$ cat src/rtl/adder_arbiter_pkg.sv
// Shared types and default widths for the round-robin adder arbiter.
package adder_arb_pkg;

    localparam int unsigned N_DEF    = 32;
    localparam int unsigned NREQ_DEF = 4;

    typedef enum logic [1:0] {
        IDLE = 2'd0,
        EXEC = 2'd1,
        RESP = 2'd2
    } state_e;

endpackage

$ cat src/rtl/adder_arbiter_if.sv
// Requester/consumer bus of the adder arbiter; the arbiter sits on the slave side.
interface adder_arbiter_if
    import adder_arb_pkg::*;
#(
    parameter int unsigned N    = N_DEF,
    parameter int unsigned NREQ = NREQ_DEF,
    parameter int unsigned IDW  = $clog2(NREQ)
);
    logic [NREQ-1:0]   req;
    logic [NREQ*N-1:0] a;
    logic [NREQ*N-1:0] b;
    logic [NREQ-1:0]   gnt_c;
    logic              busy;
    logic              resp_valid;
    logic              resp_ready;
    logic [IDW-1:0]    resp_id;
    logic [N-1:0]      sum;
    logic              c_out;

    modport master (
        output req, a, b, resp_ready,
        input  gnt_c, busy, resp_valid, resp_id, sum, c_out
    );

    modport slave (
        input  req, a, b, resp_ready,
        output gnt_c, busy, resp_valid, resp_id, sum, c_out
    );
endinterface

$ cat src/rtl/adder.sv
// Shared n-bit adder datapath with full carry-out; output forced to 0 when idle.
module adder #(
    parameter int unsigned N = 32
) (
    input  logic         en_i,
    input  logic [N-1:0] a_i,
    input  logic [N-1:0] b_i,
    output logic [N-1:0] sum_o,
    output logic         cout_o
);
    assign {cout_o, sum_o} = en_i ? ((N+1)'(a_i) + (N+1)'(b_i)) : '0;
endmodule

$ cat src/rtl/adder_arbiter_rr_picker.sv
// Combinational round-robin pick: first set request at or after ptr_i, wrapping.
module rr_picker #(
    parameter int unsigned NREQ = 4,
    parameter int unsigned IDW  = $clog2(NREQ)
) (
    input  logic [NREQ-1:0] req_i,
    input  logic [IDW-1:0]  ptr_i,
    output logic [NREQ-1:0] gnt_o,
    output logic [IDW-1:0]  idx_o,
    output logic            any_o
);
    int unsigned j;

    always_comb begin
        gnt_o = '0;
        idx_o = '0;
        any_o = 1'b0;
        j     = 0;
        for (int unsigned k = 0; k < NREQ; k++) begin
            j = 32'(ptr_i) + k;
            if (j >= NREQ) j = j - NREQ;
            if (!any_o && req_i[IDW'(j)]) begin
                any_o             = 1'b1;
                idx_o             = IDW'(j);
                gnt_o[IDW'(j)]    = 1'b1;
            end
        end
    end
endmodule

$ cat src/rtl/adder_arbiter.sv
// Round-robin arbiter/sequencer sharing one adder among NREQ requesters:
// grant+capture, one execute cycle, then hold the result until accepted.
module adder_arbiter
    import adder_arb_pkg::*;
#(
    parameter int unsigned N    = N_DEF,
    parameter int unsigned NREQ = NREQ_DEF,
    parameter int unsigned IDW  = $clog2(NREQ)
) (
    input  logic           clk,
    input  logic           rst_n,
    adder_arbiter_if.slave bus
);
    state_e          state_q, state_d;
    logic [IDW-1:0]  ptr_q, ptr_d;
    logic [IDW-1:0]  id_q, id_d;
    logic [IDW-1:0]  resp_id_q, resp_id_d;
    logic [N-1:0]    a_q, a_d, b_q, b_d;
    logic [N-1:0]    sum_q, sum_d;
    logic            cout_q, cout_d;
    logic            busy_q, valid_q;
    logic [NREQ-1:0] gnt_d;

    logic [NREQ-1:0] pick_gnt;
    logic [IDW-1:0]  pick_idx;
    logic            pick_any;
    logic            add_en;
    logic [N-1:0]    add_sum;
    logic            add_cout;

    rr_picker #(.NREQ(NREQ), .IDW(IDW)) u_picker (
        .req_i (bus.req),
        .ptr_i (ptr_q),
        .gnt_o (pick_gnt),
        .idx_o (pick_idx),
        .any_o (pick_any)
    );

    adder #(.N(N)) u_adder (
        .en_i   (add_en),
        .a_i    (a_q),
        .b_i    (b_q),
        .sum_o  (add_sum),
        .cout_o (add_cout)
    );

    // Next-state, capture and Mealy grant
    always_comb begin
        state_d   = state_q;
        ptr_d     = ptr_q;
        id_d      = id_q;
        a_d       = a_q;
        b_d       = b_q;
        sum_d     = sum_q;
        cout_d    = cout_q;
        resp_id_d = resp_id_q;
        add_en    = 1'b0;
        gnt_d     = '0;
        case (state_q)
            IDLE: begin
                if (pick_any) begin
                    gnt_d   = pick_gnt;
                    a_d     = bus.a[N*32'(pick_idx) +: N];
                    b_d     = bus.b[N*32'(pick_idx) +: N];
                    id_d    = pick_idx;
                    ptr_d   = (pick_idx == IDW'(NREQ-1)) ? '0 : pick_idx + IDW'(1);
                    state_d = EXEC;
                end
            end
            EXEC: begin
                add_en    = 1'b1;
                sum_d     = add_sum;
                cout_d    = add_cout;
                resp_id_d = id_q;
                state_d   = RESP;
            end
            RESP: begin
                if (bus.resp_ready) state_d = IDLE;
            end
            default: state_d = IDLE;
        endcase
    end

    always_ff @(posedge clk or negedge rst_n) begin
        if (!rst_n) begin
            state_q   <= IDLE;
            ptr_q     <= '0;
            id_q      <= '0;
            resp_id_q <= '0;
            a_q       <= '0;
            b_q       <= '0;
            sum_q     <= '0;
            cout_q    <= 1'b0;
            busy_q    <= 1'b0;
            valid_q   <= 1'b0;
        end else begin
            state_q   <= state_d;
            ptr_q     <= ptr_d;
            id_q      <= id_d;
            resp_id_q <= resp_id_d;
            a_q       <= a_d;
            b_q       <= b_d;
            sum_q     <= sum_d;
            cout_q    <= cout_d;
            busy_q    <= (state_d != IDLE);
            valid_q   <= (state_d == RESP);
        end
    end

    // Grant is combinational, so it must be forced low while reset is asserted
    assign bus.gnt_c      = rst_n ? gnt_d : '0;
    assign bus.busy       = busy_q;
    assign bus.resp_valid = valid_q;
    assign bus.resp_id    = resp_id_q;
    assign bus.sum        = sum_q;
    assign bus.c_out      = cout_q;
endmodule

$ cat src/flat_wrapper.sv
// flat-port wrapper written by rule: the top's interface ports become plain ports
module adder_arbiter_flat import adder_arb_pkg::*;
#(
    parameter int unsigned N    = N_DEF,
    parameter int unsigned NREQ = NREQ_DEF,
    parameter int unsigned IDW  = $clog2(NREQ)
)
  (clk, rst_n, bus_req, bus_a, bus_b, bus_resp_ready, bus_gnt_c, bus_busy, bus_resp_valid, bus_resp_id, bus_sum, bus_c_out);
  adder_arbiter_if #(.N(N), .NREQ(NREQ), .IDW(IDW)) bus_i ();
  input  logic clk;
  input  logic rst_n;
  input wire logic [$bits(bus_i.req)-1:0] bus_req;
  input wire logic [$bits(bus_i.a)-1:0] bus_a;
  input wire logic [$bits(bus_i.b)-1:0] bus_b;
  input wire logic [$bits(bus_i.resp_ready)-1:0] bus_resp_ready;
  output wire logic [$bits(bus_i.gnt_c)-1:0] bus_gnt_c;
  output wire logic [$bits(bus_i.busy)-1:0] bus_busy;
  output wire logic [$bits(bus_i.resp_valid)-1:0] bus_resp_valid;
  output wire logic [$bits(bus_i.resp_id)-1:0] bus_resp_id;
  output wire logic [$bits(bus_i.sum)-1:0] bus_sum;
  output wire logic [$bits(bus_i.c_out)-1:0] bus_c_out;
  assign bus_i.req = bus_req;
  assign bus_i.a = bus_a;
  assign bus_i.b = bus_b;
  assign bus_i.resp_ready = bus_resp_ready;
  assign bus_gnt_c = bus_i.gnt_c;
  assign bus_busy = bus_i.busy;
  assign bus_resp_valid = bus_i.resp_valid;
  assign bus_resp_id = bus_i.resp_id;
  assign bus_sum = bus_i.sum;
  assign bus_c_out = bus_i.c_out;
  adder_arbiter #(.N(N), .NREQ(NREQ), .IDW(IDW)) u_core (.clk(clk), .rst_n(rst_n), .bus(bus_i));
endmodule
$ cat config.mk
export PLATFORM = sky130hd
export DESIGN_NAME = adder_arbiter_flat
export DESIGN_NICKNAME = d
export VERILOG_FILES = /design/src/rtl/adder_arbiter_pkg.sv /design/src/rtl/adder_arbiter_if.sv /design/src/rtl/adder.sv /design/src/rtl/adder_arbiter_rr_picker.sv /design/src/rtl/adder_arbiter.sv /design/src/flat_wrapper.sv
export SDC_FILE = /design/constraint.sdc
export NUM_CORES = 1
export LEC_CHECK = 0
export CAP_MARGIN = 20
export CORE_MARGIN = 2
export CORE_UTILIZATION = 45
export DETAILED_ROUTE_END_ITERATION = 10
export PLACE_DENSITY = 0.91
export SYNTH_ARGS = -nofsm -noshare
export SYNTH_HDL_FRONTEND = slang
export SYNTH_HIERARCHICAL = 1
export SYNTH_SLANG_ARGS = --single-unit
$ cat constraint.sdc
create_clock -name clk -period 5.2 [get_ports clk]
set_input_delay 1.04 -clock clk [delete_from_list [all_inputs] [get_ports clk]]
set_output_delay 1.04 -clock clk [all_outputs]
set_load 0.1 [all_outputs]
### After elaboration in Yosys (flattened, before gate mapping)

Cells that the tools add are included.

* bitwise operators: 3
* multiplexer cells: 41
* shifts and indexed selects: 2
* reduce and logical (&&, ||, !) cells: 13
* magnitude comparators: 12
* $add $sub $neg: 9
* equal/unequal tests: 4

Operators with widths (number)
* 128-bit by 8-bit indexed part select with 32-bit output: 2
* 32-bit by 32-bit adder with 33-bit output: 1
* 33-bit 2-to-1 mux: 1
* 4-bit 2-to-1 mux: 7
* 2-bit 2-to-1 mux: 11
* 1-bit 2-to-1 mux: 13
* 2-bit by 3-bit < comparator with 1-bit output (second input constant): 4
* 4-bit OR: 3
* 3-bit >= comparator (second input constant): 3
* 1-bit binary-select mux with 2-bit select: 4
* 1-bit demux with 2-bit select: 4
* 2-bit by 1-bit >= comparator with 1-bit output (second input constant): 4
* 2-bit by 1-bit subtractor with 2-bit output (second input constant): 4
* 1-bit logical AND: 7
* 2-bit by 2-bit adder with 3-bit output (second input constant): 2
* 2-bit == test (second input constant): 3
* 2-bit one-hot mux with 3 select lines: 1
* 2-bit by 1-bit adder with 3-bit output (second input constant): 1
* 2-bit by 3-bit >= comparator with 1-bit output (second input constant): 1
* 1-bit zero test: 3
* 2-bit by 1-bit adder with 2-bit output (second input constant): 1
* 2-bit by 1-bit == test with 1-bit output (second input constant): 1
* 2-bit zero test: 1
* 2-bit AND reduction: 1
* 2-bit nonzero test: 1

* input bits: 263
* word-level logic and storage cells: 94
* bits in registers: 107

### Longest topological paths before layout

* word-level depth: 17
* gate-level depth with buffers: 12

### Modules after synthesis

Netlist, hierarchy kept.

By module, submodules not included
* adder_arbiter: area each 5519.0 um^2, cells an instance 312, times used 1, sequential area each 2677.6 um^2
* adder: area each 2212.1 um^2, cells an instance 335, times used 1, sequential area each 0.0 um^2
* rr_picker: area each 421.7 um^2, cells an instance 45, times used 1, sequential area each 0.0 um^2

### Worst setup path before layout

OpenSTA, ideal clock, no wires.

* path kind: input -> output
* from: input port bus_req[2]
* to: output port bus_gnt_c[0]
* slack: 1.231 ns
* path buffers: 1
* stages: 6
* data required time: 4.160 ns
* arrival: 2.929 ns
* path through: mux4_2 -> buf_6 -> nor4b_4 -> a22oi_1 -> o21ai_0 -> and3_1

* longest elaborated chain between the ends: 15

Ends and longest elaborated chain
* from (decl): RTL line flat_wrapper.sv:12 `input wire logic [$bits(bus_i.req)-1:0] bus_req;`
* 1-bit binary-select mux with 2-bit select: RTL line adder_arbiter_rr_picker.sv:22 `if (!any_o && req_i[IDW'(j)]) begin`
* 1-bit 2-to-1 mux (implied by the code): RTL line adder_arbiter_rr_picker.sv:22
* 1-bit 2-to-1 mux: RTL line adder_arbiter_rr_picker.sv:22
* 1-bit zero test: RTL line adder_arbiter_rr_picker.sv:22
* 1-bit logical AND: RTL line adder_arbiter_rr_picker.sv:22
* 1-bit 2-to-1 mux: RTL line adder_arbiter_rr_picker.sv:22
* 1-bit zero test: RTL line adder_arbiter_rr_picker.sv:22
* 1-bit logical AND: RTL line adder_arbiter_rr_picker.sv:22
* 1-bit 2-to-1 mux: RTL line adder_arbiter_rr_picker.sv:22
* 1-bit zero test: RTL line adder_arbiter_rr_picker.sv:22
* 1-bit logical AND: RTL line adder_arbiter_rr_picker.sv:22
* 4-bit 2-to-1 mux (*): RTL line adder_arbiter_rr_picker.sv:22
* via u_core.pick_gnt[0]: RTL line adder_arbiter.sv:24 `logic [NREQ-1:0] pick_gnt;`
* 4-bit 2-to-1 mux (*): RTL line adder_arbiter.sv:61 `if (pick_any) begin`
* 4-bit 2-to-1 mux (*): RTL line adder_arbiter.sv:59 `case (state_q)`
* 4-bit 2-to-1 mux (*): RTL line adder_arbiter.sv:111 `assign bus.gnt_c = rst_n ? gnt_d : '0;`
* to (decl): RTL line flat_wrapper.sv:16 `output wire logic [$bits(bus_i.gnt_c)-1:0] bus_gnt_c;`

Mark *: on every way through the listed nets, which the timed path passes. The rest lies on a longest branch. The select of a mux whose other input is x is not followed.

### Worst setup path after layout

* from: input port bus_req[3]
* to: output port bus_gnt_c[1]

Same word-level chain as after synthesis.

==> summary.log <==
qor: clocking.cts_tree done
qor: synth.ys_seq_elements 107
qor: timing.maxClockFrequency 232.1 MHz
qor: setup_path.worstPathRequired 4.16 ns
qor: clocking.postCtsHoldBufs 0
qor: finish.seqCellArea 2678 µm²
qor: synth.synthesis.nets 994
qor: timing.worst-slew-pin-transition 1.055 ns
qor: timing.finalHoldViolCount 0
qor: clocking.root_buf_cell sky130_fd_sc_hd__clkbuf_16
qor: routing.drc_errors 0
qor: timing.worst_clock_skew 0.008212 ns
qor: grt.track_usage 0.2622
qor: routing.first_pass_iters 6
qor: pwr.power_leakage 4.594 nW
qor: timing.timing.setup.tns 0 ns
qor: placement.detailedPlacementHpwl 20.20 mm
qor: synth.synth_sequential_area_ratio 0.3284
qor: synth.synth_async_reset_ratio 1.000
qor: setup_path.critPathArrivalTime 3.27 ns
qor: timing.clock_period_minus_worst_slack 4.308 ns
qor: floorplan.floorplan.core_area 17840 µm²
qor: setup_path.worst-setup-path-type primary input to output port
qor: setup_path.worst_setup_sp_type primary input
qor: clocking.cts_setup_buffers 0
qor: pwr.powerDensity 813.2 nW/µm²
qor: clocking.cts_num_sinks 107
qor: synth.ys.flop_type sky130_fd_sc_hd__dfrtp_1
qor: floorplan.die_w 138.6 µm
qor: clocking.cts-buffers-inserted 9
qor: setup_path.end_kind output port
qor: floorplan.die-area 19210 µm²
qor: placement.dp_slack 0.9159 ns
qor: clocking.clk_latency 0.35 ns
qor: grt.number_of_global_route_vias_before_repair 7366
qor: setup_path.cp_max_fo 13
qor: clocking.htreeDepth 3
qor: clocking.clkSlewWorstSetupHoldPaths 0.06 ns
qor: floorplan.core.rowCount 49
qor: routing.detailroute.via_count 7078
qor: routing.route.detailed.wl_per_inst 20.74 µm
qor: grt.largest_net_degree_at_the_start_of_global_routing 71
qor: routing.postRouteAntennaNets 0
qor: outcome.status finished, final reports clean
qor: routing.totalWireLength 24.93 mm
qor: grt.grt_antenna_before_repair 1
qor: grt.grt_overflow 0
qor: timing.layout_worst_path_cycle_share 0.8285
qor: synth.synthesis.area 8153 µm²
qor: placement.gp_routability_congestion 0.9241
qor: finish.num-nets-final 1269
qor: synth.yosys.cell_types.count 61
qor: placement.port-buffer-count 303
qor: synth.synthesis.instances 692
qor: synth.synth_enable_flop_cells 0
qor: floorplan.dieHeight 138.6 µm
qor: finish.final_design_area_no_fill 11650 µm²
qor: run.cap_viol_max_count 0
qor: finish.multiInputGateArea 5210 µm²
qor: timing.finalMaxSlewViolations 0
qor: pwr.vdd.ir_drop.worst 0.0007910 V
qor: worst_hold_path.holdCritPathClass flop to flop
qor: finish.areaGrowthSynthToFinish 42.86%
qor: finish.post-route-util 0.6529
qor: floorplan.starting_density_of_the_core 0.4570
qor: routing.starting_drt_drc_count 519
qor: floorplan.io_pins 304
qor: finish.num-fill-cells 1324
qor: synth.yosysWarnings 6
qor: timing.count_of_final_setup_violators 0
qor: timing.final.setup.worst_slack 0.8919 ns
qor: synth.syn-mean-instance-area 11.78 µm²
qor: timing.grt_setup_unrepaired no
qor: grt.grt_first_pass_wirelength 39.77 mm
qor: finish.post_route_cells_drive_above_1_share 0.2222
qor: timing.slew_headroom 0.2943
qor: placement.postPlaceCellArea 11340 µm²
qor: clocking.clockBufferDepth 2
qor: clocking.gates_resized_cts_repair 0
qor: routing.vias_per_cell 5.889
[through the flow]
step                      std cells  power, mW  hold WS, ns
after floorplan                 692      7.211       0.4750
final                          1202      9.472       0.5091
after detailed placement       1185      8.718       0.4978
after global placement         1185      8.499       0.4883
after global routing           1201      10.10       0.5324
after CTS                      1201      9.447       0.5109
[worst paths after layout]
| check | start | to | slack, ns | cells after the start |
|---|---|---|---|---|
| max | bus_req[3] | bus_gnt_c[1] | 0.89 | 7 |
| min | u_core/id_q[1] | u_core/id_q[1] | 0.51 | 1 |
| max reg2reg | u_core/ptr_q[0] | u_core/a_q[30] | 1.36 | 7 |
| min reg2reg | u_core/id_q[1] | u_core/id_q[1] | 0.51 | 1 |
| max in group asynchronous | rst_n | u_core/bus.sum[8] | 3.53 | 2 |
| min in group asynchronous | rst_n | u_core/b_q[28] | 0.68 | 1 |
[cells in the final DEF, fill, tap and decap left out, types with 14 or more instances in the layout]
master / synthesis / layout
sky130_fd_sc_hd__mux2_2: 104 / 104
sky130_fd_sc_hd__nor2_1: 33 / 33
sky130_fd_sc_hd__ha_1: 38 / 38
sky130_fd_sc_hd__mux4_2: 66 / 66
sky130_fd_sc_hd__clkdlybuf4s50_1: 0 / 298
sky130_fd_sc_hd__nand2_1: 32 / 32
sky130_fd_sc_hd__nand2b_1: 14 / 14
sky130_fd_sc_hd__a21oi_1: 36 / 36
sky130_fd_sc_hd__dfrtp_1: 107 / 107
sky130_fd_sc_hd__nor3_1: 19 / 19
sky130_fd_sc_hd__o21ai_0: 32 / 32
[cell type report]
cell class	count	share of cell area
inverters	10	0.003223
diodes	1	0.0002148
flip-flops and latches	107	0.2299
repair buffers	309	0.2686
multi-input cells	530	0.4473
clock inverters	4	0.004190
well taps	229	0.02460
clock buffers	12	0.02202
[power by group]
group	internal [mW]	leakage, nW	total, mW	switching (mW)
clock	0.399	0.153	0.694	0.295
sequential	1.27	1.31	1.61	0.336
combinational	3.22	3.13	7.17	3.95
[metal layers]
layer	part of all wire	up-vias	global-route usage
met2	0.49	332	0.4270
met1	0.41	3443	0.3489
met4	0.029	2	0.08271
met5	0.00048	-	0
met3	0.075	68	0.06354
li1	-	3233	-
[registers in the layout (all words and copies together), names as in the netlist]
register,count
u_core/b_q,32
u_core/bus.c_out,1
u_core/state_q,2
u_core/bus.busy,1
u_core/bus.resp_id,2
u_core/id_q,2
u_core/bus.resp_valid,1
u_core/ptr_q,2
u_core/a_q,32
u_core/bus.sum,32
[critical path, stage by stage]
cell and delay (ns):
sky130_fd_sc_hd__clkdlybuf4s50_1 0.49, sky130_fd_sc_hd__mux4_2 0.66, sky130_fd_sc_hd__nor4b_4 0.43, sky130_fd_sc_hd__a22oi_1 0.14, sky130_fd_sc_hd__o21ai_0 0.10, sky130_fd_sc_hd__and3_1 0.22, sky130_fd_sc_hd__buf_12 0.18
[synth_stat cells, types with 3 or more instances]
| library cell | count | area (µm²) |
|---|---|---|
| sky130_fd_sc_hd__dfrtp_1 | 107 | 2678 |
| sky130_fd_sc_hd__ha_1 | 38 | 475.5 |
| sky130_fd_sc_hd__nor2_1 | 33 | 123.9 |
| sky130_fd_sc_hd__nand2b_1 | 14 | 87.58 |
| sky130_fd_sc_hd__o211ai_1 | 7 | 52.55 |
| sky130_fd_sc_hd__nor3_1 | 19 | 95.09 |
| sky130_fd_sc_hd__o21ai_0 | 32 | 160.2 |
| sky130_fd_sc_hd__mux4_2 | 66 | 1486 |
| sky130_fd_sc_hd__mux2_2 | 104 | 1171 |
| sky130_fd_sc_hd__a211oi_1 | 5 | 37.54 |
| sky130_fd_sc_hd__nor3b_1 | 6 | 45.04 |
| sky130_fd_sc_hd__and4_1 | 3 | 26.28 |
| sky130_fd_sc_hd__nor4_1 | 3 | 18.77 |
| sky130_fd_sc_hd__or3_1 | 5 | 31.28 |
| sky130_fd_sc_hd__o21a_1 | 11 | 82.58 |
| sky130_fd_sc_hd__inv_1 | 10 | 37.54 |
| sky130_fd_sc_hd__nor2b_1 | 8 | 50.05 |
| sky130_fd_sc_hd__nand4_1 | 10 | 62.56 |
| sky130_fd_sc_hd__nand3_1 | 8 | 40.04 |
| sky130_fd_sc_hd__a21oi_1 | 36 | 180.2 |
| sky130_fd_sc_hd__or2_2 | 4 | 25.02 |
| sky130_fd_sc_hd__xnor2_1 | 3 | 26.28 |
| sky130_fd_sc_hd__buf_2 | 26 | 130.1 |
| sky130_fd_sc_hd__nand2_1 | 32 | 120.1 |
| sky130_fd_sc_hd__and3_1 | 7 | 43.79 |
| sky130_fd_sc_hd__xor2_1 | 7 | 61.31 |
| sky130_fd_sc_hd__buf_6 | 8 | 90.09 |
| sky130_fd_sc_hd__a31oi_1 | 4 | 25.02 |
| sky130_fd_sc_hd__o31ai_1 | 3 | 22.52 |
| sky130_fd_sc_hd__a21o_1 | 6 | 45.04 |
| sky130_fd_sc_hd__a22oi_1 | 8 | 60.06 |
| sky130_fd_sc_hd__mux2i_1 | 10 | 100.1 |
| sky130_fd_sc_hd__clkbuf_1 | 10 | 37.54 |
| sky130_fd_sc_hd__and2_1 | 4 | 25.02 |
[kinds of logic after synthesis]
family,count (synthesis),share of synthesized area
mux,182,0.3447
simple gates,163,0.1067
compound gates,136,0.1116
flops,107,0.3284
buf+inv,55,0.03714
fa+ha+maj,39,0.06077
xor+xnor,10,0.01074
Note: power is estimated with default switching activity, not from simulation.
